`src/rtl/tlul_pkg.sv`:
```
// ============================================================================
// Module   : tlul_pkg
// Purpose  : TL-UL channel types, opcodes and default values.
// Revision : 1.0
// ============================================================================
`default_nettype none

package tlul_pkg;

    localparam int TL_AW  = 32;
    localparam int TL_DW  = 32;
    localparam int TL_AIW = 8;
    localparam int TL_DIW = 1;
    localparam int TL_SZW = 2;
    localparam int TL_DBW = 4;

    typedef enum logic [2:0] {
        PutFullData    = 3'h0,
        PutPartialData = 3'h1,
        Get            = 3'h4
    } tl_a_op_e;

    typedef enum logic [2:0] {
        AccessAck     = 3'h0,
        AccessAckData = 3'h1
    } tl_d_op_e;

    typedef struct packed {
        logic       cap;
        logic [6:0] cmd_intg;
        logic [6:0] data_intg;
    } tl_a_user_t;

    typedef struct packed {
        logic              a_valid;
        tl_a_op_e          a_opcode;
        logic [2:0]        a_param;
        logic [TL_SZW-1:0] a_size;
        logic [TL_AIW-1:0] a_source;
        logic [TL_AW-1:0]  a_address;
        logic [TL_DBW-1:0] a_mask;
        logic [TL_DW-1:0]  a_data;
        tl_a_user_t        a_user;
        logic              d_ready;
    } tl_h2d_t;

    typedef struct packed {
        logic              d_valid;
        tl_d_op_e          d_opcode;
        logic [2:0]        d_param;
        logic [TL_SZW-1:0] d_size;
        logic [TL_AIW-1:0] d_source;
        logic [TL_DIW-1:0] d_sink;
        logic [TL_DW-1:0]  d_data;
        logic [13:0]       d_user;
        logic              d_error;
        logic              a_ready;
    } tl_d2h_t;

    localparam tl_h2d_t TL_H2D_DEFAULT = '{
        a_valid:   1'b0,
        a_opcode:  Get,
        a_param:   3'h0,
        a_size:    2'h0,
        a_source:  8'h0,
        a_address: 32'h0,
        a_mask:    4'h0,
        a_data:    32'h0,
        a_user:    '{cap: 1'b0, cmd_intg: 7'h0, data_intg: 7'h0},
        d_ready:   1'b1
    };

endpackage

`default_nettype wire

```
`src/rtl/tlul_word_copier_pkg.sv`:
```
// ============================================================================
// Module   : tlul_word_copier_pkg
// Purpose  : State encoding and constants for the TL-UL word copier.
// Revision : 1.0
// ============================================================================
`default_nettype none

package tlul_word_copier_pkg;

    typedef enum logic [2:0] {
        IDLE   = 3'd0,
        RD_REQ = 3'd1,
        RD_RSP = 3'd2,
        WR_REQ = 3'd3,
        WR_RSP = 3'd4,
        DONE   = 3'd5
    } copier_state_e;

    localparam logic [31:0] WORD_STRIDE = 32'd4;

endpackage

`default_nettype wire

```
`src/rtl/tlul_cmd_intg_gen.sv`:
```
// ============================================================================
// Module   : tlul_cmd_intg_gen
// Purpose  : Fills a_user.cmd_intg with a Hamming-style code over the A command.
// Revision : 1.0
// ============================================================================
`default_nettype none

module tlul_cmd_intg_gen
    import tlul_pkg::*;
(
    input  tl_h2d_t i_tl,
    output tl_h2d_t o_tl
);

    localparam int c_PAYLOAD_W = TL_AW + 3 + TL_DBW + 1;

    logic [c_PAYLOAD_W-1:0] w_payload;
    logic [6:0]             w_intg;

    // Bit b covers payload positions whose (index+1) has bit b set; bit 6 is overall parity.
    always_comb begin
        w_payload = {i_tl.a_user.cap, i_tl.a_opcode, i_tl.a_mask, i_tl.a_address};
        w_intg    = '0;
        for (int b = 0; b < 6; b++) begin
            for (int j = 0; j < c_PAYLOAD_W; j++) begin
                if ((((j + 1) >> b) & 1) != 0) begin
                    w_intg[b] = w_intg[b] ^ w_payload[j];
                end
            end
        end
        w_intg[6] = ^{w_payload, w_intg[5:0]};
        o_tl                 = i_tl;
        o_tl.a_user.cmd_intg = w_intg;
    end

endmodule

`default_nettype wire

```
`src/rtl/tlul_word_copier.sv`:
```
// ============================================================================
// Module   : tlul_word_copier
// Purpose  : TL-UL host copying a block of 32-bit words, one Get then one Put per word.
// Revision : 1.0
// ============================================================================
`default_nettype none

module tlul_word_copier
    import tlul_pkg::*;
    import tlul_word_copier_pkg::*;
#(
    parameter int unsigned       LenWidth = 16,
    parameter logic [TL_AIW-1:0] SourceId = '0
) (
    input  logic                clk_i,
    input  logic                rst_ni,
    input  logic                start_i,
    input  logic [31:0]         src_addr_i,
    input  logic [31:0]         dst_addr_i,
    input  logic [LenWidth-1:0] len_i,
    output logic                busy_o,
    output logic                done_o,
    output logic                err_o,
    output tl_h2d_t             tl_o,
    input  tl_d2h_t             tl_i
);

    copier_state_e       r_state;
    copier_state_e       w_state_nxt;
    logic [31:0]         r_src;
    logic [31:0]         r_dst;
    logic [31:0]         r_data;
    logic [LenWidth-1:0] r_remaining;
    logic                r_busy;
    logic                r_done;
    logic                r_err;
    logic                w_rsp_hit;
    logic                w_last_word;
    logic                w_unused_d;
    tl_h2d_t             w_tl_raw;

    // Responses tagged with another source belong to someone else and are dropped.
    assign w_rsp_hit   = tl_i.d_valid && (tl_i.d_source == SourceId);
    assign w_last_word = (r_remaining == LenWidth'(1));
    assign w_unused_d  = ^{tl_i.d_opcode, tl_i.d_param, tl_i.d_size, tl_i.d_sink, tl_i.d_user};

    always_comb begin
        w_state_nxt = r_state;
        case (r_state)
            IDLE:   if (start_i) w_state_nxt = (len_i == '0) ? DONE : RD_REQ;
            RD_REQ: if (tl_i.a_ready) w_state_nxt = RD_RSP;
            RD_RSP: if (w_rsp_hit) w_state_nxt = tl_i.d_error ? DONE : WR_REQ;
            WR_REQ: if (tl_i.a_ready) w_state_nxt = WR_RSP;
            WR_RSP: begin
                if (w_rsp_hit) begin
                    w_state_nxt = (tl_i.d_error || w_last_word) ? DONE : RD_REQ;
                end
            end
            DONE:    w_state_nxt = IDLE;
            default: w_state_nxt = IDLE;
        endcase
    end

    always_ff @(posedge clk_i or negedge rst_ni) begin
        if (!rst_ni) begin
            r_state     <= IDLE;
            r_src       <= '0;
            r_dst       <= '0;
            r_data      <= '0;
            r_remaining <= '0;
            r_busy      <= 1'b0;
            r_done      <= 1'b0;
            r_err       <= 1'b0;
        end else begin
            r_state <= w_state_nxt;
            r_done  <= (r_state == DONE);
            case (r_state)
                IDLE: begin
                    if (start_i) begin
                        r_src       <= {src_addr_i[31:2], 2'b00};
                        r_dst       <= {dst_addr_i[31:2], 2'b00};
                        r_remaining <= len_i;
                        r_err       <= 1'b0;
                        r_busy      <= (len_i != '0);
                    end
                end
                RD_RSP: begin
                    if (w_rsp_hit) begin
                        if (tl_i.d_error) r_err <= 1'b1;
                        else              r_data <= tl_i.d_data;
                    end
                end
                WR_RSP: begin
                    if (w_rsp_hit) begin
                        if (tl_i.d_error) begin
                            r_err <= 1'b1;
                        end else begin
                            r_src       <= r_src + WORD_STRIDE;
                            r_dst       <= r_dst + WORD_STRIDE;
                            r_remaining <= r_remaining - LenWidth'(1);
                        end
                    end
                end
                DONE:    r_busy <= 1'b0;
                default: ;
            endcase
        end
    end

    // A fields depend only on registered state, so D inputs never reach the A channel.
    always_comb begin
        w_tl_raw             = TL_H2D_DEFAULT;
        w_tl_raw.a_size      = 2'd2;
        w_tl_raw.a_mask      = 4'hF;
        w_tl_raw.a_source    = SourceId;
        w_tl_raw.a_address   = r_src;
        w_tl_raw.a_user.cap  = 1'b0;
        case (r_state)
            RD_REQ: begin
                w_tl_raw.a_valid  = 1'b1;
                w_tl_raw.a_opcode = Get;
            end
            WR_REQ: begin
                w_tl_raw.a_valid   = 1'b1;
                w_tl_raw.a_opcode  = PutFullData;
                w_tl_raw.a_address = r_dst;
                w_tl_raw.a_data    = r_data;
            end
            default: ;
        endcase
    end

    tlul_cmd_intg_gen u_cmd_intg (
        .i_tl (w_tl_raw),
        .o_tl (tl_o)
    );

    assign busy_o = r_busy;
    assign done_o = r_done;
    assign err_o  = r_err;

endmodule

`default_nettype wire

```
`config.mk`:
```
export PLATFORM = sky130hd
export DESIGN_NAME = tlul_word_copier
export DESIGN_NICKNAME = d
export VERILOG_FILES = /design/src/rtl/tlul_pkg.sv /design/src/rtl/tlul_word_copier_pkg.sv /design/src/rtl/tlul_cmd_intg_gen.sv /design/src/rtl/tlul_word_copier.sv
export SDC_FILE = /design/constraint.sdc
export NUM_CORES = 1
export LEC_CHECK = 0
export CAP_MARGIN = 20
export CORE_UTILIZATION = 39
export CTS_CLUSTER_DIAMETER = 30
export DETAILED_ROUTE_END_ITERATION = 12
export HOLD_SLACK_MARGIN = 0.08
export PLACE_DENSITY = 0.67
export SETUP_SLACK_MARGIN = 0.1
export SYNTH_ARGS = -nofsm -noshare
export SYNTH_HDL_FRONTEND = slang
export SYNTH_HIERARCHICAL = 1
export SYNTH_SLANG_ARGS = --single-unit
export TNS_END_PERCENT = 20
```
`constraint.sdc`:
```
create_clock -name clk_i -period 5.9 [get_ports clk_i]
set_clock_uncertainty 0.1 [all_clocks]
set_input_delay 1.18 -clock clk_i [delete_from_list [all_inputs] [get_ports clk_i]]
set_output_delay 1.18 -clock clk_i [all_outputs]
set_load 0.1 [all_outputs]
```
---- After elaboration in Yosys (flattened, before gate mapping) ----
Cells that the tools add are included.
storage, ports and cells
  bits in registers ....................... 118
  latch bits .............................. 0
  RAM bits ................................ 0
  ROM bits ................................ 0
  output and inout port bits .............. 104
  logic and storage cells ................. 158
  memories kept ........................... 0
operators by class
  add/subtract/negate cells ............... 3
  $mul .................................... 0
  divide/modulo/power cells ............... 0
  $lt $le $gt $ge ......................... 0
  equality and inequality tests ........... 14
  shift operators ......................... 0
  multiplexer cells ....................... 30
  bitwise operators ....................... 87
  reductions and logical operators ........ 16
operators by type and width
  kind                   count
  $mux 32                8
  $pmux 32 s2            2
  $xor 1x1->1            85
  $add 32x3->32 const B  2
  $mux 16                3
  $reduce_xor 46->1      1
  $pmux 16 s2            1
  $mux 3                 8
  $eq 16x1->1 const B    1
  $logic_not 16->1       1
  $reduce_bool 16->1     1
  $sub 16x1->16 const B  1
  $pmux 3 s5             1
  $ne 2x2->1 const B     6
  $logic_not 8->1        1
  $pmux 4 s2             1
  $reduce_and 4->1       2
  $eq 3x2->1 const B     2
  $eq 3x3->1 const B     2
  $reduce_bool 2->1      3
  $reduce_and 5->1       1
  $mux 1                 4
  $ne 2x1->1 const B     2
  $pmux 1 s2             2
  8 further kinds        9

---- Depth between registers and ports, before layout ----
Gate-level depths: netlist (run 1).
  depth in word-level cells ............... 22
  mapped depth ............................ 14

---- Hierarchy ----
Netlist (run 1), hierarchy kept.
by module, submodules not included
  module             instances  cells an instance  area each (sq um)
  tlul_word_copier   1          840                7,035.5
  tlul_cmd_intg_gen  1          162                1,547.7

---- Worst setup path after synthesis (run 1) ----
Ideal clock, no wire load.
  path kind ............................... register -> output
  start ................................... register r_state[2]
  end ..................................... output port tl_o[14] (netlist name)
  arrival ................................. 5.622 ns
  data required time ...................... 4.620 ns
  slack ................................... -1.002 ns
  stages on the path, launching flop included .. 14
  buffers on the path ..................... 3
  path through ............................ dfrtp_1 -> buf_2 -> nor2b_1 -> and2_1 -> clkbuf_1 -> inv_1 -> clkbuf_1 -> o21ai_0 -> xnor3_1 -> xnor3_2 -> xnor2_1 -> xnor2_1 -> xnor2_1 -> xor3_1
RTL lines
  element                 line                    text
  from (decl)             tlul_word_copier.sv:28  copier_state_e r_state;
  from (signal assigned)  tlul_word_copier.sv:75  r_state <= w_state_nxt;
  to (decl)               tlul_word_copier.sv:24  output tl_h2d_t tl_o,

==> metrics.md, run 1 <==
| Metric | Value |
|---|---|
| Postcts setup bufs | `0` |
| Post-synth EDFFs | `0` |
| Syn-to-layout area delta | `26.8%` |
| Fin nets | `1270` |
| Top delay family on crit path | `XOR/XNOR gates` |
| Leading area contributor after synthesis | `dfrtp_1` |
| Skew-Pair Late Insertion Delay | `around 0.42 ns` |
| Unique cell type count in the Yosys netlist | `74` |
| Cell Area, Synth | `0.00858 mm²` |
| Post-cts sizing count | `0` |
| Maxcap violations | `0` |
| Crit share post-route | `0.933` |
| Via density | `5.52` |
| Yosys warnings | `6` |
| Cells after Synth | `around 1000` |
| Antenna-violating nets left | `0` |
| Maximum clock insertion buffer count | `2` |
| Worst setup path end | `tl_o[14]` |
| Worst-path clk slew | `0.06 ns` |
| Synth top area cells | `dfrtp_1, buf_4, nand2_1` |
| CTS Sinks | `between 100 and 150` |
| Layout cells sized above 1 | `0.128` |
| Post-Synth XOR/XNOR Area | `0.0981` |
| Non-filler instance count after layout | `1405` |
| Vias | `roughly 7800` |
| # IOs | `253` |
| CTS tree | `built` |
| Synthesized-area fraction occupied by and/or/nand/nor cells | `0.219` |
| Pin count of the biggest net entering global routing | `between 60 and 70` |
| Setup violations, final | `0` |
| WL/cell | `18.0 µm` |
| N_diodes | `0` |
| Tmin final | `5.51 ns` |
| Final Hold Viols | `0` |
| All-layer global routing usage | `0.228` |
| Layout Utilization | `0.511` |
| Worst path slowest cell | `o21ai_0` |
| Multi-input logic area | `0.00490 mm²` |
| Tightest Hold Check Type | `flop to flop` |
| Mux cell area share after synthesis | `0.0431` |
| Fillers | `1983` |
| Adder-cell share of the synthesized area | `0.00583` |
| Residual DRC | `0` |
| Avg Cell Area, Syn | `between 8 and 9 µm²` |
| Unrepaired setup endpoints after global routing | `no` |
| Cell repeated most along the worst path | `xnor2_1` |
| Capture point of the worst reg-to-reg path | `r_src[28]$_DFFE_PN0P_` |
| Full die area | `0.0226 mm²` |
| Vias in the first global route | `7195` |
| Chip height | `~150 µm` |
| Worst path depth | `11` |
| RR Startpoint | `r_state[1]$_DFFE_PN0P_` |
| Num CTS Buffers | `17` |
| Row cnt | `53` |
| Placed cells | `1372` |
| FF+latch area | `~0.0029 mm²` |
| Hpwl dp | `approximately 18 mm` |
| Leading cell type in the layout, fill and taps excluded | `clkdlybuf4s50_1` |
| Synth Area in Compound Gates | `0.180` |
| CP bufs+invs | `2` |
| Worst Setup SP | `r_state[2]$_DFFE_PN0P_` |
| Status | `finished clean` |
| Worst reg2reg setup slack | `3.09 ns` |
| H-tree depth | `4` |
| CTS root buf | `clkbuf_16` |
| # port buffers | `195` |
| Routed WL | `25.2 mm` |
| Grt ovf | `0` |
| DRT iter0 DRCs | `571` |
| Crit path kind | `flop to output port` |
| FF+latch count, synth | `114` |
| Max Fclk | `about 180 MHz` |
| Initial core utilization | `0.403` |
| Crit path launch type | `flop` |
| Largest family of logic cells by synthesized area | `simple AND/OR/NAND/NOR gates` |
| Routability Congestion | `0.870` |
| Final setup TNS | `0 ns` |
| Pins Over Slew Limit | `0` |
| Transition time of the tightest slew-check pin | `between 1 and 1.5 ns` |
| Asr flop ratio synth | `1.00` |
| Crit. End Element | `output port` |
| Sequential area share after synthesis | `0.332` |
| Synth top area share | `0.332` |
| Req. time, crit path | `4.62 ns` |
| Commonest non-fill, non-tap cells in the layout | `clkdlybuf4s50_1, nand2_1, dfrtp_1` |
| R2R depth | `7` |
| Pre-Repair DR Iteration Count | `5` |
| Hold-fix buffers, CTS | `0` |
| Worst-path cell chain | `nor2b_2, and2_1, inv_1, o21ai_0, xnor3_1, xnor2_1, xnor3_2, xnor2_2, xnor2_1, xor3_2, buf_12` |
| Global-route wire length before repair | `39.6 mm` |
| Antenna violations before repair | `0` |
| Worst path arrival time | `roughly 4.2 ns` |
| Crit path max fanout | `10` |
| Horiz. Die Dim | `150 µm` |
| Primary FF master, synth | `dfrtp_1` |
| Slew margin rel. | `0.326` |
| Core ar. | `0.0213 mm²` |
| Peak per-stage delay on the critical path | `0.70 ns` |
-- layout make-up --
class | count | share of cell area
Inverter | 14 | 0.00483
Sequential cell | 114 | 0.262
Timing Repair Buffer | 212 | 0.195
Clock buffer | 22 | 0.0445
Tap cell | 275 | 0.0316
Clock inverter | 10 | 0.0120
Multi-Input combinational cell | 758 | 0.450
-- per-stage QoR --
stage	setup WS (ns)	hold WS [ns]	cell area [µm²]
5_1_grt	0.149	0.409	10900
4_1_cts	0.412	0.392	10900
6_report	0.393	0.394	10900
2_1_floorplan	0.123	0.350	8780
3_3_place_gp	0.859	0.370	10300
3_5_place_dp	0.888	0.374	10300
-- logic make-up (layout without fill, tap and decap cells) --
| kind of cell | count (synthesis) | in the layout |
|---|---|---|
| flops | 114 | 114 |
| compound gates | 235 | 235 |
| xor+xnor | 68 | 68 |
| buf+inv | 173 | 258 |
| mux | 33 | 33 |
| other cells | 2 | 45 |
| fa+ha+maj | 4 | 4 |
| simple gates | 373 | 373 |
-- Yosys cell counts, types with 3 or more instances --
cell       count
mux2_2        32
xnor3_2        3
xor2_1         8
a21oi_1       63
nand3_1       35
and4_1        10
a22oi_1        8
a41oi_1        3
o211ai_1       3
nor3_1        27
o21ai_0       51
a41o_1         3
a211oi_1       5
ha_1           4
a311oi_1       5
buf_1          4
o31ai_1        3
nor3b_1        4
nor2_1        67
and2_1         3
a211o_1        3
o22a_1        11
nor2b_1        3
o2bb2ai_1      9
xnor2_1       42
a31oi_1        9
nor4_1        15
nand2_1      123
o32ai_1        4
and3_1        44
dfrtp_1      114
nand4_1       19
o22ai_1       16
or3_1          6
inv_1         14
a2bb2oi_1     19
clkbuf_1      35
buf_2         23
buf_4         95
xnor3_1       13
-- metal layers --
metal	global-route usage	up-vias	share of wire
met3	0.0312	34	0.059
met2	0.354	286	0.48
li1	-	3721	-
met4	0.0894	0	0.024
met1	0.319	3717	0.44
met5	0	-	0
-- sequential cells by signal, summed over array words and instances (netlist names) --
signal / cells
err_o: 1
r_src: 30
r_dst: 30
busy_o: 1
done_o: 1
r_state: 3
r_data: 32
r_remaining: 16
-- how the worst min path moves through the flow --
stage / startpoint / end / slack (ns) / cells past startpoint
after floorplan: r_remaining[6]$_DFFE_PN0P_ / r_remaining[6]$_DFFE_PN0P_ / 0.35 / 1
after global placement: r_remaining[6]$_DFFE_PN0P_ / r_remaining[6]$_DFFE_PN0P_ / 0.37 / 1
after detailed placement: r_remaining[6]$_DFFE_PN0P_ / r_remaining[6]$_DFFE_PN0P_ / 0.37 / 1
after CTS: r_remaining[6]$_DFFE_PN0P_ / r_remaining[6]$_DFFE_PN0P_ / 0.39 / 1
after global routing: r_data[18]$_DFFE_PN0P_ / r_data[18]$_DFFE_PN0P_ / 0.41 / 1
final: r_remaining[6]$_DFFE_PN0P_ / r_remaining[6]$_DFFE_PN0P_ / 0.39 / 1
Power of run 1 is not shown: default switching activity piles up to over one toggle a cycle in this logic, so the estimate is an artifact.
==> run 2: changes to the inputs <==
Settings changed: CORE_UTILIZATION 39 to 35, HOLD_SLACK_MARGIN 0.08 to 0.1, PLACE_DENSITY 0.67 to 0.61.
==> metrics.md, run 2 (synthesis results as in run 1) <==
| Metric | Value |
|---|---|
| Worst-path clk slew | `0.05 ns (was 0.06 ns)` |
| Crit path max fanout | `12 (was 10)` |
| Worst path arrival time | `4.23 ns (about the same)` |
| Hold-fix buffers, CTS | `0 (unchanged)` |
| All-layer global routing usage | `0.210 (was 0.228)` |
| Biggest register | `r_data (unchanged)` |
| Crit share post-route | `0.934 (was 0.933)` |
| Vias in the first global route | `7069 (was 7195)` |
| Hold path depth | `1 (unchanged)` |
| Worst path depth | `12 (was 11)` |
| Met2 GRT Util | `0.328 (was 0.354)` |
| Pins Over Slew Limit | `0 (unchanged)` |
| Core ar. | `0.0238 mm² (was 0.0213 mm²)` |
| Initial core utilization | `0.361 (was 0.403)` |
| Transition time of the tightest slew-check pin | `1.01 ns (about the same)` |
| Vias | `7824 (was 7758)` |
| CTS root buf | `clkbuf_16 (unchanged)` |
| Tightest Hold Check Type | `flop to flop (unchanged)` |
| Worst-path cell chain | `buf_4, nor2b_2, and2_1, inv_1, o21ai_0, xnor3_1, xnor3_2, xnor3_2, xnor2_2, xnor2_1, xor3_2, buf_12 (was nor2b_2, and2_1, inv_1, o21ai_0, xnor3_1, xnor2_1, xnor3_2, xnor2_2, xnor2_1, xor3_2, buf_12)` |
| Fillers | `2304 (was 1983)` |
| Row cnt | `56 (was 53)` |
| Slew margin rel. | `0.323 (was 0.326)` |
| Residual DRC | `0 (unchanged)` |
| Peak per-stage delay on the critical path | `0.56 ns (was 0.70 ns)` |
| Pre-Repair DR Iteration Count | `5 (unchanged)` |
| Chip height | `159 µm (was 150 µm)` |
| Grt ovf | `0 (unchanged)` |
| Max reg flops | `32 (unchanged)` |
| CP bufs+invs | `3 (was 2)` |
| Largest registers | `r_data: 32 flops, r_dst: 30 flops, r_src: 30 flops (unchanged)` |
| Syn-to-layout area delta | `27.0% (was 26.8%)` |
| CTS Sinks | `114 (unchanged)` |
| Unrepaired setup endpoints after global routing | `no (unchanged)` |
| Status | `finished clean (unchanged)` |
| Skew-Pair Late Insertion Delay | `0.42 ns (about the same)` |
| Maxcap violations | `0 (unchanged)` |
| Setup violations, final | `0 (unchanged)` |
| Tmin final | `5.51 ns (about the same)` |
| # port buffers | `195 (unchanged)` |
| Routed WL | `26.3 mm (was 25.2 mm)` |
| Hpwl dp | `18.9 mm (was 18.4 mm)` |
| Req. time, crit path | `4.62 ns (about the same)` |
| Worst path slowest cell | `xnor3_1 (was o21ai_0)` |
| Full die area | `0.0252 mm² (was 0.0226 mm²)` |
| DRT iter0 DRCs | `572 (was 571)` |
| Final setup TNS | `0 ns (unchanged)` |
| Postcts setup bufs | `0 (unchanged)` |
| Cell repeated most along the worst path | `xnor3_2 (was xnor2_1)` |
| Worst reg2reg setup slack | `3.06 ns (was 3.09 ns)` |
| Top delay family on crit path | `XOR/XNOR gates (unchanged)` |
| Maximum clock insertion buffer count | `2 (unchanged)` |
| Max Fclk | `181 MHz (was 182 MHz)` |
| Routability Congestion | `0.905 (was 0.870)` |
| Crit path kind | `flop to output port (unchanged)` |
| GR Util met1 | `0.294 (was 0.319)` |
| Layout cells sized above 1 | `0.129 (was 0.128)` |
| Fin nets | `1270 (unchanged)` |
| Num CTS Buffers | `17 (unchanged)` |
| Crit. End Element | `output port (unchanged)` |
| # IOs | `253 (unchanged)` |
| Global-route wire length before repair | `40.3 mm (was 39.6 mm)` |
| Commonest non-fill, non-tap cells in the layout | `clkdlybuf4s50_1, nand2_1, dfrtp_1 (unchanged)` |
| Horiz. Die Dim | `159 µm (was 150 µm)` |
| Pin count of the biggest net entering global routing | `79 (was 65)` |
| CTS tree | `built (unchanged)` |
| Busiest grt layer | `met2 (unchanged)` |
| Via density | `5.40 (was 5.52)` |
| Met3 usage in global routing | `0.0348 (was 0.0312)` |
| Final Hold Viols | `0 (unchanged)` |
| Antenna violations before repair | `1 (was 0)` |
| Layout Utilization | `0.459 (was 0.511)` |
| Leading cell type in the layout, fill and taps excluded | `clkdlybuf4s50_1 (unchanged)` |
| Crit path launch type | `flop (unchanged)` |
| WL/cell | `18.1 µm (was 18.0 µm)` |
| Antenna-violating nets left | `0 (unchanged)` |
| R2R depth | `8 (was 7)` |
| N_diodes | `0 (unchanged)` |
| H-tree depth | `4 (unchanged)` |
run 2: through the flow:
step	hold slack (ns)	instance area, µm²	worst slack (ns)	cells
3_3_place_gp	0.372	10300	0.645	1416
4_1_cts	0.394	10900	0.202	1448
5_1_grt	0.404	10900	0.127	1449
3_5_place_dp	0.380	10300	0.653	1416
6_report	0.395	10900	0.388	1449
2_1_floorplan	0.350	8780	0.123	1045
run 2: path summary, 6_finish.rpt:
path / from / end
min: r_data[5]$_DFFE_PN0P_ / r_data[5]$_DFFE_PN0P_
min in group asynchronous: rst_ni / r_remaining[11]$_DFFE_PN0P_
max in group asynchronous: rst_ni / r_dst[22]$_DFFE_PN0P_
min reg2reg: r_data[5]$_DFFE_PN0P_ / r_data[5]$_DFFE_PN0P_
max: r_state[0]$_DFFE_PN0P_ / tl_o[14]
max reg2reg: r_state[1]$_DFFE_PN0P_ / r_remaining[6]$_DFFE_PN0P_
run 2: layer usage:
metal	vias up	part of all wire
li1	3714	-
met1	3805	0.44
met2	269	0.48
met3	34	0.060
met4	2	0.020
met5	-	0.00050
run 2: layout make-up:
class | count | area (µm²) | share of cell area
clock inverter | 15 | 161 | 0.0148
timing repair buffer | 212 | 2100 | 0.193
multi-input combinational | 758 | 4900 | 0.450
clock buffer | 17 | 425 | 0.0390
tap | 319 | 399 | 0.0366
inverter | 14 | 52.6 | 0.00482
sequential | 114 | 2850 | 0.262
run 2: what timing repair did:
item | CTS | global route
resized for setup | 0 | 1
endpoints found under the hold margin | 0 | 0
endpoints found under the setup margin | 0 | 1
Power of run 2 is left out for the same reason.
==> run 3: changes to the inputs <==
Settings changed: CORE_ASPECT_RATIO from default to 0.6.
==> metrics.md, run 3 (synthesis results as in run 1) <==
| Metric | Value |
|---|---|
| CTS Sinks | `114 (unchanged)` |
| # port buffers | `195 (unchanged)` |
| Crit path kind | `flop to output port (unchanged)` |
| Worst-path clk slew | `0.05 ns (about the same)` |
| Met3 usage in global routing | `0.0519 (was 0.0348)` |
| CTS tree | `built (unchanged)` |
| Pins Over Slew Limit | `0 (unchanged)` |
| CTS root buf | `clkbuf_16 (unchanged)` |
| Crit. End Element | `output port (unchanged)` |
| Unrepaired setup endpoints after global routing | `no (unchanged)` |
| N_diodes | `0 (unchanged)` |
| Tightest Hold Check Type | `flop to flop (unchanged)` |
| Peak per-stage delay on the critical path | `0.50 ns (was 0.56 ns)` |
| Pin count of the biggest net entering global routing | `88 (was 79)` |
| Maximum clock insertion buffer count | `2 (unchanged)` |
| Postcts setup bufs | `0 (unchanged)` |
| Hpwl dp | `20.5 mm (was 18.9 mm)` |
| Hold-fix buffers, CTS | `0 (unchanged)` |
| Horiz. Die Dim | `204 µm (was 159 µm)` |
| Maxcap violations | `0 (unchanged)` |
| Tmin final | `5.58 ns (was 5.51 ns)` |
| GR Util met1 | `0.365 (was 0.294)` |
| Layout cells sized above 1 | `0.131 (was 0.129)` |
| Leading cell type in the layout, fill and taps excluded | `clkdlybuf4s50_1 (unchanged)` |
| Transition time of the tightest slew-check pin | `1.00 ns (was 1.01 ns)` |
| Status | `finished clean (unchanged)` |
| Initial core utilization | `0.364 (was 0.361)` |
| Vias in the first global route | `7194 (was 7069)` |
| WL/cell | `19.1 µm (was 18.1 µm)` |
| Worst-path cell chain | `nor2b_2, and2_1, buf_4, nand2_1, o21ai_0, xor2_1, buf_4, xnor3_1, xor2_1, xnor3_1, xnor2_1, xor3_2, buf_12 (was buf_4, nor2b_2, and2_1, inv_1, o21ai_0, xnor3_1, xnor3_2, xnor3_2, xnor2_2, xnor2_1, xor3_2, buf_12)` |
| H-tree depth | `4 (unchanged)` |
| Biggest register | `r_data (unchanged)` |
| Final Hold Viols | `0 (unchanged)` |
| Largest registers | `r_data: 32 flops, r_dst: 30 flops, r_src: 30 flops (unchanged)` |
| Num CTS Buffers | `17 (unchanged)` |
| Busiest grt layer | `met1 (was met2)` |
| Max Fclk | `179 MHz (was 181 MHz)` |
| Skew-Pair Late Insertion Delay | `0.41 ns (was 0.42 ns)` |
| Core ar. | `0.0236 mm² (was 0.0238 mm²)` |
| Syn-to-layout area delta | `27.1% (was 27.0%)` |
| Routability Congestion | `0.860 (was 0.905)` |
| Chip height | `123 µm (was 159 µm)` |
| Crit share post-route | `0.946 (was 0.934)` |
| Residual DRC | `0 (unchanged)` |
| All-layer global routing usage | `0.221 (was 0.210)` |
| Worst path arrival time | `4.30 ns (was 4.23 ns)` |
| # IOs | `253 (unchanged)` |
| Max reg flops | `32 (unchanged)` |
| Worst path slowest cell | `dfrtp_2 (was xnor3_1)` |
| Global-route wire length before repair | `42.5 mm (was 40.3 mm)` |
| Crit path max fanout | `30 (was 12)` |
| Routed WL | `27.7 mm (was 26.3 mm)` |
| Final setup TNS | `0 ns (unchanged)` |
| Setup violations, final | `0 (unchanged)` |
| Via density | `5.44 (was 5.40)` |
| Antenna violations before repair | `0 (was 1)` |
| Commonest non-fill, non-tap cells in the layout | `clkdlybuf4s50_1, nand2_1, dfrtp_1 (unchanged)` |
| Pre-Repair DR Iteration Count | `5 (unchanged)` |
| Slew margin rel. | `0.331 (was 0.323)` |
| Met2 GRT Util | `0.279 (was 0.328)` |
| DRT iter0 DRCs | `820 (was 572)` |
| Fin nets | `1276 (was 1270)` |
| Full die area | `0.0252 mm² (about the same)` |
| Vias | `7888 (was 7824)` |
| Row cnt | `43 (was 56)` |
| Grt ovf | `0 (unchanged)` |
| Antenna-violating nets left | `0 (unchanged)` |
| Req. time, crit path | `4.62 ns (about the same)` |
| Crit path launch type | `flop (unchanged)` |
-- run 3: changes by cell type in the layout (fill, tap and decap cells not counted), sizes merged --
cell / previous run / this run
clkinvlp: 4 / 0
buf: 55 / 62
clkinv: 7 / 3
clkbuf: 18 / 27
inv: 16 / 14
bufinv: 2 / 1
-- run 3: worst max-delay path, delay by kind of cell, from the launching register on --
family / cells / cell delay [ns]
AND/OR/NAND/NOR: 3 / 0.45
XOR/XNOR: 6 / 2.11
buffers and inverters: 3 / 0.68
flip-flops: 1 / 0.50
AO/OA/AOI/OAI: 1 / 0.14
-- run 3: layer usage --
layer / part of all wire / vias to the layer above / routed length [µm]
li1: - / 3740 / -
met1: 0.51 / 3798 / 14200
met2: 0.39 / 334 / 10900
met3: 0.087 / 16 / 2400
met4: 0.0069 / 0 / 190
met5: 0 / - / 0
-- run 3: area by class of cell --
cell class                      count  area (µm²)
Timing Repair Buffer              218        2130
Multi-Input combinational cell    758        4900
Clock buffer                       27         533
Fill cell                        2342       12700
Tap cell                          315         394
Inverter                           14        52.6
Sequential cell                   114        2850
Clock inverter                      4        45.0
-- run 3: final timing paths --
path                       slack (ns)                endpoint                    from  depth (start not counted)
max in group asynchronous        4.04   r_src[15]$_DFFE_PN0P_                  rst_ni                          3
min in group asynchronous        0.50  r_data[24]$_DFFE_PN0P_                  rst_ni                          1
min                              0.39   r_data[2]$_DFFE_PN0P_   r_data[2]$_DFFE_PN0P_                          1
min reg2reg                      0.39   r_data[2]$_DFFE_PN0P_   r_data[2]$_DFFE_PN0P_                          1
max                              0.32                tl_o[14]  r_state[0]$_DFFE_PN0P_                         13
max reg2reg                      2.93    r_dst[2]$_DFFE_PN0P_  r_state[1]$_DFFE_PN0P_                          7
-- run 3: repair_timing --
action                                  4_1_cts  5_1_grt
endpoints found under the hold margin         0        0
gates resized for setup                       0        2
endpoints found under the setup margin        0        1
-- run 3: through the flow --
step | setup slack, ns | hold slack (ns) | util | cells | cell area, µm²
final | 0.317 | 0.395 | 0.463 | 1450 | 10900
after global placement | 0.744 | 0.373 | 0.437 | 1416 | 10300
after global routing | 0.184 | 0.403 | 0.463 | 1450 | 10900
after detailed placement | 0.686 | 0.378 | 0.437 | 1416 | 10300
after floorplan | 0.123 | 0.350 | - | 1045 | 8780
after CTS | 0.226 | 0.390 | 0.461 | 1447 | 10900
Power of run 3 is left out for the same reason.
